File: src/rtl/thread_result_collector.sv
// Collects per-thread results through a round-robin arbiter into a show-ahead FIFO.
// The FIFO head is presented downstream, tagged with the index of the producing thread.
module thread_result_collector #(
    parameter int N_THREADS  = 16,
    parameter int DATA_W     = 24,
    parameter int FIFO_DEPTH = 8,
    parameter int IDX_W      = $clog2(N_THREADS)
) (
    input  logic                          clk,
    input  logic                          rst_n,
    input  logic [N_THREADS-1:0]          thr_valid,
    input  logic [N_THREADS*DATA_W-1:0]   thr_data,
    output logic [N_THREADS-1:0]          thr_ready,
    output logic                          out_valid,
    output logic [DATA_W-1:0]             out_data,
    output logic [IDX_W-1:0]              out_idx,
    input  logic                          out_ready,
    output logic [$clog2(FIFO_DEPTH):0]   fifo_count
);

    localparam int PTR_W = $clog2(FIFO_DEPTH);
    localparam int CNT_W = PTR_W + 1;
    localparam int ENT_W = IDX_W + DATA_W;

    logic [IDX_W-1:0]  rr_ptr;
    logic [IDX_W-1:0]  grant;
    logic [IDX_W-1:0]  rr_next;
    logic              grant_vld;
    logic [PTR_W-1:0]  wr_ptr;
    logic [PTR_W-1:0]  rd_ptr;
    logic [CNT_W-1:0]  count;
    logic              full;
    logic              accept;
    logic              pop;
    logic [DATA_W-1:0] data_arr [N_THREADS];
    logic [ENT_W-1:0]  mem [FIFO_DEPTH];

    always_comb begin
        for (int i = 0; i < N_THREADS; i++) begin
            data_arr[i] = thr_data[i*DATA_W +: DATA_W];
        end
    end

    assign full = (count == CNT_W'(FIFO_DEPTH));

    // Search starts at rr_ptr and wraps; first valid thread wins.
    always_comb begin
        int               j;
        logic [IDX_W-1:0] jj;
        grant     = '0;
        grant_vld = 1'b0;
        for (int k = 0; k < N_THREADS; k++) begin
            j = int'(rr_ptr) + k;
            if (j >= N_THREADS) begin
                j = j - N_THREADS;
            end
            jj = IDX_W'(j);
            if (!grant_vld && thr_valid[jj]) begin
                grant     = jj;
                grant_vld = 1'b1;
            end
        end
    end

    // Gating with rst_n keeps thr_ready low while reset is held even if threads are valid.
    assign accept = grant_vld && !full && rst_n;

    always_comb begin
        thr_ready = '0;
        if (accept) begin
            thr_ready[grant] = 1'b1;
        end
    end

    assign rr_next = (grant == IDX_W'(N_THREADS - 1)) ? '0 : grant + IDX_W'(1);

    assign out_valid  = (count != '0);
    assign pop        = out_valid && out_ready;
    assign fifo_count = count;
    assign {out_idx, out_data} = mem[rd_ptr];

    always_ff @(posedge clk or negedge rst_n) begin
        if (!rst_n) begin
            rr_ptr <= '0;
            wr_ptr <= '0;
            rd_ptr <= '0;
            count  <= '0;
        end else begin
            if (accept) begin
                wr_ptr <= wr_ptr + PTR_W'(1);
                rr_ptr <= rr_next;
            end
            if (pop) begin
                rd_ptr <= rd_ptr + PTR_W'(1);
            end
            if (accept && !pop) begin
                count <= count + CNT_W'(1);
            end else if (pop && !accept) begin
                count <= count - CNT_W'(1);
            end
        end
    end

    // Storage is deliberately not reset; stale entries are hidden by count.
    always_ff @(posedge clk) begin
        if (accept) begin
            mem[wr_ptr] <= {grant, data_arr[grant]};
        end
    end

endmodule

File: config.mk
export PLATFORM = sky130hd
export DESIGN_NAME = thread_result_collector
export DESIGN_NICKNAME = d
export VERILOG_FILES = /design/src/rtl/thread_result_collector.sv
export SDC_FILE = /design/constraint.sdc
export NUM_CORES = 1
export LEC_CHECK = 0
export BUFFER_PORTS_ARGS = -buffer_cell sky130_fd_sc_hd__clkbuf_2
export CAP_MARGIN = 20
export CORE_ASPECT_RATIO = 1.4
export CORE_UTILIZATION = 40
export DETAILED_ROUTE_END_ITERATION = 10
export PLACE_DENSITY = 0.68
export SYNTH_ARGS = -nofsm -noshare
export SYNTH_HDL_FRONTEND = slang
export SYNTH_SLANG_ARGS = --single-unit
File: constraint.sdc
create_clock -name clk -period 14.56 [get_ports clk]
set_input_delay 1.456 -clock clk [delete_from_list [all_inputs] [get_ports clk]]
set_output_delay 1.456 -clock clk [all_outputs]
set_load 0.01 [all_outputs]
==> flow_summary.html, run 1 <==
<table>
<tr><th>Metric</th><th>Value</th></tr>
<tr><th colspan="2">Run status</th></tr>
<tr><td>Status</td><td>completed</td></tr>
<tr><th colspan="2">Timing</th></tr>
<tr><td>Slew Limit Fails</td><td>0</td></tr>
<tr><td>Final Hold Vio Count</td><td>0</td></tr>
<tr><td>Setup skew after layout</td><td>approximately 0.028 ns</td></tr>
<tr><td>Count of endpoints failing setup in the final report</td><td>0</td></tr>
<tr><td>Setup TNS</td><td>0 ns</td></tr>
<tr><td>Setup repair after global routing missed its margin</td><td>no</td></tr>
<tr><td>Achievable Freq</td><td>between 100 and 150 MHz</td></tr>
<tr><td>Final clock period utilization by the worst path</td><td>57.4%</td></tr>
<tr><td>Slew of the pin with the lowest slew margin</td><td>approximately 0.95 ns</td></tr>
<tr><td>Final period demand of the worst path</td><td>between 8 and 9 ns</td></tr>
<tr><td>Slew headroom</td><td>approximately a third</td></tr>
<tr><th colspan="2">Clock tree</th></tr>
<tr><td>Quantity of gates resized following cts</td><td>0</td></tr>
<tr><td>Clk Latency, worst-skew pair</td><td>0.51 ns</td></tr>
<tr><td>Cell at the root of the clock tree</td><td>sky130_fd_sc_hd__clkbuf_16</td></tr>
<tr><td>Post-CTS Repair Setup Buffers</td><td>0</td></tr>
<tr><td>Total clock sinks</td><td>~240</td></tr>
<tr><td>Maximum level of the CTS H-tree</td><td>1</td></tr>
<tr><td>TritonCTS clock tree</td><td>yes</td></tr>
<tr><td>Number of hold buffers added after cts</td><td>0</td></tr>
<tr><td>Buffers from clock root to sink, at most</td><td>3</td></tr>
<tr><td>Inserted Clock Buffers</td><td>20</td></tr>
<tr><td>Reg clk slew, reported paths</td><td>approximately 0.07 ns</td></tr>
<tr><th colspan="2">Critical path</th></tr>
<tr><td>Worst endpoint data arrival time</td><td>just under 7 ns</td></tr>
<tr><td>Worst reg2reg startpoint</td><td>rr_ptr[0]$_DFFE_PN0P_</td></tr>
<tr><td>Destination of the worst register-to-register timing path</td><td>mem[4][2]$_DFFE_PP_</td></tr>
<tr><td>Number of cells traversed by the worst register-to-register path</td><td>16</td></tr>
<tr><td>Critical path class</td><td>register to output pin</td></tr>
<tr><td>Kind of end point of the critical path</td><td>output pin</td></tr>
<tr><td>Worst-path fanout max</td><td>28</td></tr>
<tr><td>Critical path data required time</td><td>13.10 ns</td></tr>
<tr><td>Slowest cell on the critical path</td><td>sky130_fd_sc_hd__and2_2</td></tr>
<tr><td>Internal reg-to-reg setup slack</td><td>6.97 ns</td></tr>
<tr><td>Series of cell instances along the critical path</td><td>buf_4 &gt; inv_2 &gt; ha_1 &gt; buf_4 &gt; mux2_2 &gt; mux4_2 &gt; mux2i_1 &gt; nand2_1 &gt; nor4_2 &gt; nand2_1 &gt; a32oi_1 &gt; o21a_1 &gt; and2_2 &gt; and3_1 &gt; clkbuf_2</td></tr>
<tr><td>Crit-path max cell delay</td><td>0.79 ns</td></tr>
<tr><td>Critical Path Source Type</td><td>register</td></tr>
<tr><th colspan="2">Layout</th></tr>
<tr><td>Total of fill cells in the finished design</td><td>3063</td></tr>
<tr><td>Layout net count</td><td>approximately 1800</td></tr>
<tr><td>Fraction of layout instances using a drive strength above 1</td><td>a little under 60%</td></tr>
<tr><td>Area growth from synthesis to final layout</td><td>22.9%</td></tr>
<tr><td>Leading cell type in the layout, fill and taps excluded</td><td>sky130_fd_sc_hd__clkbuf_2</td></tr>
<tr><td>Commonest non-fill, non-tap cells in the layout</td><td>sky130_fd_sc_hd__clkbuf_2, sky130_fd_sc_hd__edfxtp_1, sky130_fd_sc_hd__mux4_2, sky130_fd_sc_hd__nand2_1, sky130_fd_sc_hd__mux2_2</td></tr>
<tr><th colspan="2">Synthesis</th></tr>
<tr><td>Sequential cell area fraction in the yosys report</td><td>a little under 50%</td></tr>
<tr><td>Count of cell types in the netlist</td><td>75</td></tr>
<tr><td>Cell area after technology mapping</td><td>~15000 sq um</td></tr>
<tr><td>Net count of the mapped netlist</td><td>between 1000 and 1500</td></tr>
<tr><td>Number of enable flip-flop cells after synthesis</td><td>around 220</td></tr>
<tr><td>Post-synthesis area per instance</td><td>16.3 sq um</td></tr>
<tr><td>Post-synth ARST share</td><td>under 10%</td></tr>
<tr><td>Most instantiated flip-flop cell in the synthesis netlist</td><td>sky130_fd_sc_hd__edfxtp_1</td></tr>
<tr><td>Gate Count Post-Synth</td><td>roughly 900</td></tr>
<tr><td>Register bit total from synthesis</td><td>between 200 and 250</td></tr>
<tr><td>Yosys Warn Count</td><td>0</td></tr>
<tr><th colspan="2">Place</th></tr>
<tr><td>Count of buffers inserted at the top-level ports</td><td>~450</td></tr>
<tr><td>Post-detailed-placement half-perimeter wirelength</td><td>around 40000 um</td></tr>
<tr><td>Routability congestion estimate from global placement</td><td>0.987</td></tr>
<tr><th colspan="2">Floorplanning</th></tr>
<tr><td>Die width</td><td>164 um</td></tr>
<tr><td>Area of the placeable core</td><td>about 36000 sq um</td></tr>
<tr><td>Full die area</td><td>around 38000 sq um</td></tr>
<tr><td>Starting density of the core</td><td>40.8%</td></tr>
<tr><td>Number of cell rows</td><td>82</td></tr>
<tr><td># IOs</td><td>about 450</td></tr>
<tr><td>Die Height</td><td>229 um</td></tr>
<tr><th colspan="2">GRT</th></tr>
<tr><td>Total congestion overflow</td><td>0</td></tr>
<tr><td>Gr usage total</td><td>between 20 and 30%</td></tr>
<tr><td>Number of global-route vias before repair</td><td>approximately 11000</td></tr>
<tr><td>Pin count of the biggest net entering global routing</td><td>75</td></tr>
<tr><td>Antenna violations before repair</td><td>11</td></tr>
<tr><td>Global-route wire length before repair</td><td>~74000 um</td></tr>
<tr><th colspan="2">Drt</th></tr>
<tr><td>Number of iterations in the first detailed-routing pass</td><td>5</td></tr>
<tr><td>Routed wire length</td><td>approximately 53000 um</td></tr>
<tr><td>Routed Antenna Nets</td><td>0</td></tr>
<tr><td>DRC errors left</td><td>0</td></tr>
<tr><td>Via density per instance</td><td>about 6.1</td></tr>
<tr><td>Iter 0 DRT Violations</td><td>roughly 1100</td></tr>
<tr><td>WL per Instance</td><td>just under 30 um</td></tr>
<tr><td>DR vias</td><td>between 10000 and 15000</td></tr>
<tr><th colspan="2">Worst hold path</th></tr>
<tr><td>Number of stages on the worst hold path</td><td>1</td></tr>
<tr><td>Kind of path behind the tightest hold check</td><td>register to register</td></tr>
<tr><td>Hold Path End</td><td>fifo_count[3]$_DFFE_PN0P_</td></tr>
<tr><td>Startpoint of the most critical hold path</td><td>fifo_count[3]$_DFFE_PN0P_</td></tr>
<tr><th colspan="2">Flow run</th></tr>
<tr><td>Max_cap viols</td><td>0</td></tr>
</table>
## area by class of cell
| class | instances | area (sq um) | area share [%] |
|---|---|---|---|
| multi-input combinational | 587 | 7280 | 40.3 |
| sequential | 238 | 7080 | 39.2 |
| timing repair buffer | 473 | 2420 | 13.4 |
| tap | 462 | 578 | 3.20 |
| clock buffer | 27 | 527 | 2.92 |
| clock inverter | 8 | 97.6 | 0.540 |
| inverter | 13 | 53.8 | 0.298 |
| antenna | 6 | 15.0 | 0.0831 |
## Yosys cell counts, types with 4 or more instances
cell,count,share of area (%)
sky130_fd_sc_hd__ha_1,16,1.4
sky130_fd_sc_hd__and2_1,4,0.17
sky130_fd_sc_hd__nor2_1,25,0.64
sky130_fd_sc_hd__a22oi_2,15,1.3
sky130_fd_sc_hd__a21oi_1,16,0.54
sky130_fd_sc_hd__a22oi_1,35,1.8
sky130_fd_sc_hd__xnor2_1,14,0.83
sky130_fd_sc_hd__a21boi_0,4,0.20
sky130_fd_sc_hd__o21ai_0,16,0.54
sky130_fd_sc_hd__buf_2,25,0.85
sky130_fd_sc_hd__buf_6,5,0.38
sky130_fd_sc_hd__o22ai_1,4,0.17
sky130_fd_sc_hd__and3_1,11,0.47
sky130_fd_sc_hd__buf_4,5,0.26
sky130_fd_sc_hd__a211oi_1,4,0.20
sky130_fd_sc_hd__nand2b_1,5,0.21
sky130_fd_sc_hd__nand3_1,12,0.41
sky130_fd_sc_hd__mux2_2,47,3.6
sky130_fd_sc_hd__nor3_1,11,0.37
sky130_fd_sc_hd__dfrtp_1,14,2.4
sky130_fd_sc_hd__nor2b_1,8,0.34
sky130_fd_sc_hd__inv_1,8,0.20
sky130_fd_sc_hd__nand2_1,55,1.4
sky130_fd_sc_hd__xor2_1,4,0.24
sky130_fd_sc_hd__clkbuf_1,17,0.43
sky130_fd_sc_hd__mux4_2,183,28
sky130_fd_sc_hd__edfxtp_1,224,46
sky130_fd_sc_hd__mux2i_1,32,2.2
sky130_fd_sc_hd__buf_1,14,0.36
## stage by stage
| stage | cells | area (sq um) | setup slack, ns | hold WS (ns) | utilization [%] |
|---|---|---|---|---|---|
| detailed placement | 1773 | 17400 | 6.81 | 0.502 | 48.4 |
| global placement | 1773 | 17400 | 6.86 | 0.507 | 48.4 |
| finish | 1814 | 18100 | 6.20 | 0.511 | 50.1 |
| global route | 1811 | 18100 | 5.88 | 0.534 | 50.1 |
| floorplan | 904 | 14700 | 7.50 | 0.529 | - |
| CTS | 1808 | 18000 | 6.25 | 0.514 | 50.1 |
## worst max-delay path: cells and delay by family, from the launching register on
family	cells	cell delay (ns)
AND/OR/NAND/NOR	5	2.03
multiplexers	3	1.68
buffers and inverters	4	1.09
AO/OA/AOI/OAI	2	0.75
adder cells (fa/ha/maj)	1	0.53
flip-flops	1	0.33
## how the worst max path moves through the flow
stage,start,end,depth (start not counted)
floorplan,rr_ptr[1]$_DFFE_PN0P_,mem[3][0]$_DFFE_PP_,17
global placement,rr_ptr[0]$_DFFE_PN0P_,thr_ready[11],15
detailed placement,rr_ptr[0]$_DFFE_PN0P_,thr_ready[11],15
CTS,rr_ptr[0]$_DFFE_PN0P_,thr_ready[11],15
global route,rr_ptr[0]$_DFFE_PN0P_,thr_ready[11],15
finish,rr_ptr[0]$_DFFE_PN0P_,thr_ready[15],15
## cell families (layout without fill, tap and decap cells)
logic type / after synthesis / in the layout / share of synthesized area (%)
buf+inv: 79 / 521 / 2.63
flops: 238 / 238 / 48.1
fa+ha+maj: 17 / 17 / 1.50
xor+xnor: 18 / 18 / 1.07
other cells: 0 / 6 / 0
simple gates: 149 / 149 / 5.07
compound gates: 135 / 135 / 7.24
mux: 268 / 268 / 34.3
## state kept, by name, indices dropped and copies added, names as in the netlist
register / count
fifo_count: 4
mem: 224
rd_ptr: 3
rr_ptr: 4
wr_ptr: 3
## routing by layer
| layer | routed length, um | part of all wire (%) | vias to the layer above | global-route usage, % |
|---|---|---|---|---|
| li1 | - | - | 4696 | - |
| met1 | 20100 | 38 | 5634 | 39.3 |
| met2 | 25000 | 48 | 675 | 44.0 |
| met3 | 5360 | 10 | 97 | 3.96 |
| met4 | 2010 | 3.8 | 4 | 10.0 |
| met5 | 27 | 0.051 | - | 0 |
Power of run 1 is not shown: default switching activity piles up to over one toggle a cycle in this logic, so the estimate is an artifact.
==> inputs of run 2 (changes only) <==
- PLACE_DENSITY: 0.68 -> 0.7
- clock period: 14.56 -> 7.5 ns (I/O delays scaled with it)
==> run 2 against run 1 <==
Effect of this change:
- register-to-register slack worse by 5.8 ns
- core utilization up 0.33 points
- final cell count up 0.44%
- wire length about the same
- critical endpoint is now thr_ready[13]
- critical path depth down 1
- final area up 0.66%
- die area unchanged
- clock skew up 0.0021 ns
- critical path type unchanged
- first-iteration DRC count down 0.79%
- worst hold slack worse by 0.35 ns
- non-clock buffer count up 14
- sequential share of layout area down 0.26 points
==> flow_summary.html, run 2 (same netlist as run 1, synthesis figures left out) <==
<table>
<tr><th>Metric</th><th>Value</th></tr>
<tr><th colspan="2">Layout</th></tr>
<tr><td>Register name with the most flops</td><td>mem</td></tr>
<tr><td>Commonest non-fill, non-tap cells in the layout</td><td>sky130_fd_sc_hd__clkbuf_2, sky130_fd_sc_hd__edfxtp_1, sky130_fd_sc_hd__mux4_2, sky130_fd_sc_hd__nand2_1, sky130_fd_sc_hd__mux2_2</td></tr>
<tr><td>Area growth from synthesis to final layout</td><td>23.7%</td></tr>
<tr><td>Fraction of layout instances using a drive strength above 1</td><td>approximately three fifths</td></tr>
<tr><td>Leading cell type in the layout, fill and taps excluded</td><td>sky130_fd_sc_hd__clkbuf_2</td></tr>
<tr><td>Layout net count</td><td>approximately 1800</td></tr>
<tr><td>Flip-flop count of the largest register, all copies and words added</td><td>224</td></tr>
<tr><th colspan="2">Clock tree</th></tr>
<tr><td>Inserted Clock Buffers</td><td>21</td></tr>
<tr><td>Clk Latency, worst-skew pair</td><td>between 0.5 and 0.6 ns</td></tr>
<tr><td>Maximum level of the CTS H-tree</td><td>1</td></tr>
<tr><td>Total clock sinks</td><td>~240</td></tr>
<tr><td>Quantity of gates resized following cts</td><td>0</td></tr>
<tr><td>Reg clk slew, reported paths</td><td>0.07 ns</td></tr>
<tr><td>Cell at the root of the clock tree</td><td>sky130_fd_sc_hd__clkbuf_16</td></tr>
<tr><td>TritonCTS clock tree</td><td>yes</td></tr>
<tr><td>Post-CTS Repair Setup Buffers</td><td>0</td></tr>
<tr><td>Buffers from clock root to sink, at most</td><td>3</td></tr>
<tr><td>Number of hold buffers added after cts</td><td>0</td></tr>
<tr><th colspan="2">Timing</th></tr>
<tr><td>Final period demand of the worst path</td><td>around 7 ns</td></tr>
<tr><td>Final Hold Vio Count</td><td>0</td></tr>
<tr><td>Setup TNS</td><td>0 ns</td></tr>
<tr><td>Slew of the pin with the lowest slew margin</td><td>slightly above 1 ns</td></tr>
<tr><td>Setup repair after global routing missed its margin</td><td>no</td></tr>
<tr><td>Setup skew after layout</td><td>~0.03 ns</td></tr>
<tr><td>Achievable Freq</td><td>roughly 140 MHz</td></tr>
<tr><td>Final clock period utilization by the worst path</td><td>a little over 90%</td></tr>
<tr><td>Count of endpoints failing setup in the final report</td><td>0</td></tr>
<tr><td>Slew Limit Fails</td><td>0</td></tr>
<tr><td>Slew headroom</td><td>between 30 and 40%</td></tr>
<tr><th colspan="2">Critical path</th></tr>
<tr><td>Critical Path Source Type</td><td>register</td></tr>
<tr><td>Kind of end point of the critical path</td><td>output pin</td></tr>
<tr><td>Internal reg-to-reg setup slack</td><td>between 1 and 1.5 ns</td></tr>
<tr><td>Destination of the worst register-to-register timing path</td><td>mem[7][2]$_DFFE_PP_</td></tr>
<tr><td>Crit-path max cell delay</td><td>between 0.9 and 1 ns</td></tr>
<tr><td>Number of cells traversed by the worst register-to-register path</td><td>14</td></tr>
<tr><td>Worst-path fanout max</td><td>21</td></tr>
<tr><td>Critical path data required time</td><td>approximately 6.8 ns</td></tr>
<tr><td>Series of cell instances along the critical path</td><td>inv_1 &gt; ha_1 &gt; mux2_2 &gt; mux4_2 &gt; mux2_4 &gt; or4b_1 &gt; nor4_2 &gt; o2bb2ai_1 &gt; a211oi_1 &gt; o21a_1 &gt; inv_2 &gt; and2_2 &gt; and3_1 &gt; clkbuf_2</td></tr>
<tr><td>Worst endpoint data arrival time</td><td>6.19 ns</td></tr>
<tr><td>Slowest cell on the critical path</td><td>sky130_fd_sc_hd__ha_1</td></tr>
<tr><td>Critical path class</td><td>register to output pin</td></tr>
<tr><td>Worst reg2reg startpoint</td><td>rr_ptr[1]$_DFFE_PN0P_</td></tr>
<tr><th colspan="2">GRT</th></tr>
<tr><td>Total congestion overflow</td><td>0</td></tr>
<tr><td>Number of global-route vias before repair</td><td>approximately 11000</td></tr>
<tr><td>Global-route wire length before repair</td><td>~75000 um</td></tr>
<tr><td>Gr usage total</td><td>between 20 and 30%</td></tr>
<tr><td>Pin count of the biggest net entering global routing</td><td>between 50 and 60</td></tr>
<tr><td>Antenna violations before repair</td><td>9</td></tr>
<tr><th colspan="2">Floorplanning</th></tr>
<tr><td># IOs</td><td>approximately 450</td></tr>
<tr><td>Starting density of the core</td><td>slightly above 40%</td></tr>
<tr><td>Die Height</td><td>around 230 um</td></tr>
<tr><td>Area of the placeable core</td><td>between 30000 and 40000 sq um</td></tr>
<tr><td>Number of cell rows</td><td>82</td></tr>
<tr><td>Full die area</td><td>between 30000 and 40000 sq um</td></tr>
<tr><td>Die width</td><td>~160 um</td></tr>
<tr><th colspan="2">Worst hold path</th></tr>
<tr><td>Kind of path behind the tightest hold check</td><td>input pin to asynchronous set/reset pin</td></tr>
<tr><th colspan="2">Drt</th></tr>
<tr><td>Via density per instance</td><td>around 6.1</td></tr>
<tr><td>Iter 0 DRT Violations</td><td>~1100</td></tr>
<tr><td>Number of iterations in the first detailed-routing pass</td><td>5</td></tr>
<tr><td>Routed wire length</td><td>between 50000 and 60000 um</td></tr>
<tr><td>DR vias</td><td>about 11000</td></tr>
<tr><td>Routed Antenna Nets</td><td>0</td></tr>
<tr><td>WL per Instance</td><td>roughly 29 um</td></tr>
<tr><td>DRC errors left</td><td>0</td></tr>
<tr><th colspan="2">Place</th></tr>
<tr><td>Routability congestion estimate from global placement</td><td>0.982</td></tr>
<tr><td>Post-detailed-placement half-perimeter wirelength</td><td>40900 um</td></tr>
<tr><td>Count of buffers inserted at the top-level ports</td><td>about 450</td></tr>
<tr><th colspan="2">Flow run</th></tr>
<tr><td>Max_cap viols</td><td>0</td></tr>
<tr><th colspan="2">Run status</th></tr>
<tr><td>Status</td><td>completed</td></tr>
</table>
[run 2: through the flow]
stage	util, %	cell area (sq um)	cells	hold slack (ns)	worst slack, ns
final	50.5	18200	1822	0.164	0.564
after global routing	50.5	18200	1821	0.179	0.245
after CTS	50.5	18200	1819	0.164	0.550
after floorplan	-	14700	904	0.454	0.444
after detailed placement	48.7	17600	1787	0.514	1.09
after global placement	48.7	17600	1787	0.510	1.24
[run 2: cell type report]
| class | instances | area (sq um) |
|---|---|---|
| well taps | 462 | 578 |
| fillers | 3035 | 17800 |
| clock buffers | 26 | 544 |
| clock inverters | 6 | 71.3 |
| repair buffers | 487 | 2550 |
| inverters | 13 | 53.8 |
| flip-flops and latches | 238 | 7080 |
| multi-input cells | 587 | 7290 |
| diodes | 3 | 7.51 |
[run 2: worst max-delay path: cells and delay by family, from the launching register on]
family	cells	cell delay (ns)
and+or+nand+nor	4	1.99
DFF	1	0.34
adders and majority gates	1	0.96
buffers and inverters	3	0.53
muxes	3	1.29
AOI/OAI and AO/OA	3	0.55
[run 2: worst max-delay path by stage]
stage	startpoint	end	cells past startpoint
6_report	rr_ptr[1]$_DFFE_PN0P_	thr_ready[13]	14
5_1_grt	rr_ptr[1]$_DFFE_PN0P_	thr_ready[13]	14
4_1_cts	rr_ptr[1]$_DFFE_PN0P_	thr_ready[13]	14
3_5_place_dp	rr_ptr[1]$_DFFE_PN0P_	thr_ready[13]	14
3_3_place_gp	rr_ptr[1]$_DFFE_PN0P_	thr_ready[13]	14
2_1_floorplan	rr_ptr[1]$_DFFE_PN0P_	mem[3][0]$_DFFE_PP_	17
[run 2: layer usage]
layer	GRT usage (%)	vias to the layer above	wire length, um
met3	5.32	79	5240
met4	9.95	2	1880
li1	-	4722	-
met2	44.5	697	25200
met5	0	-	13
met1	38.9	5685	20200
Power of run 2 is left out for the same reason.
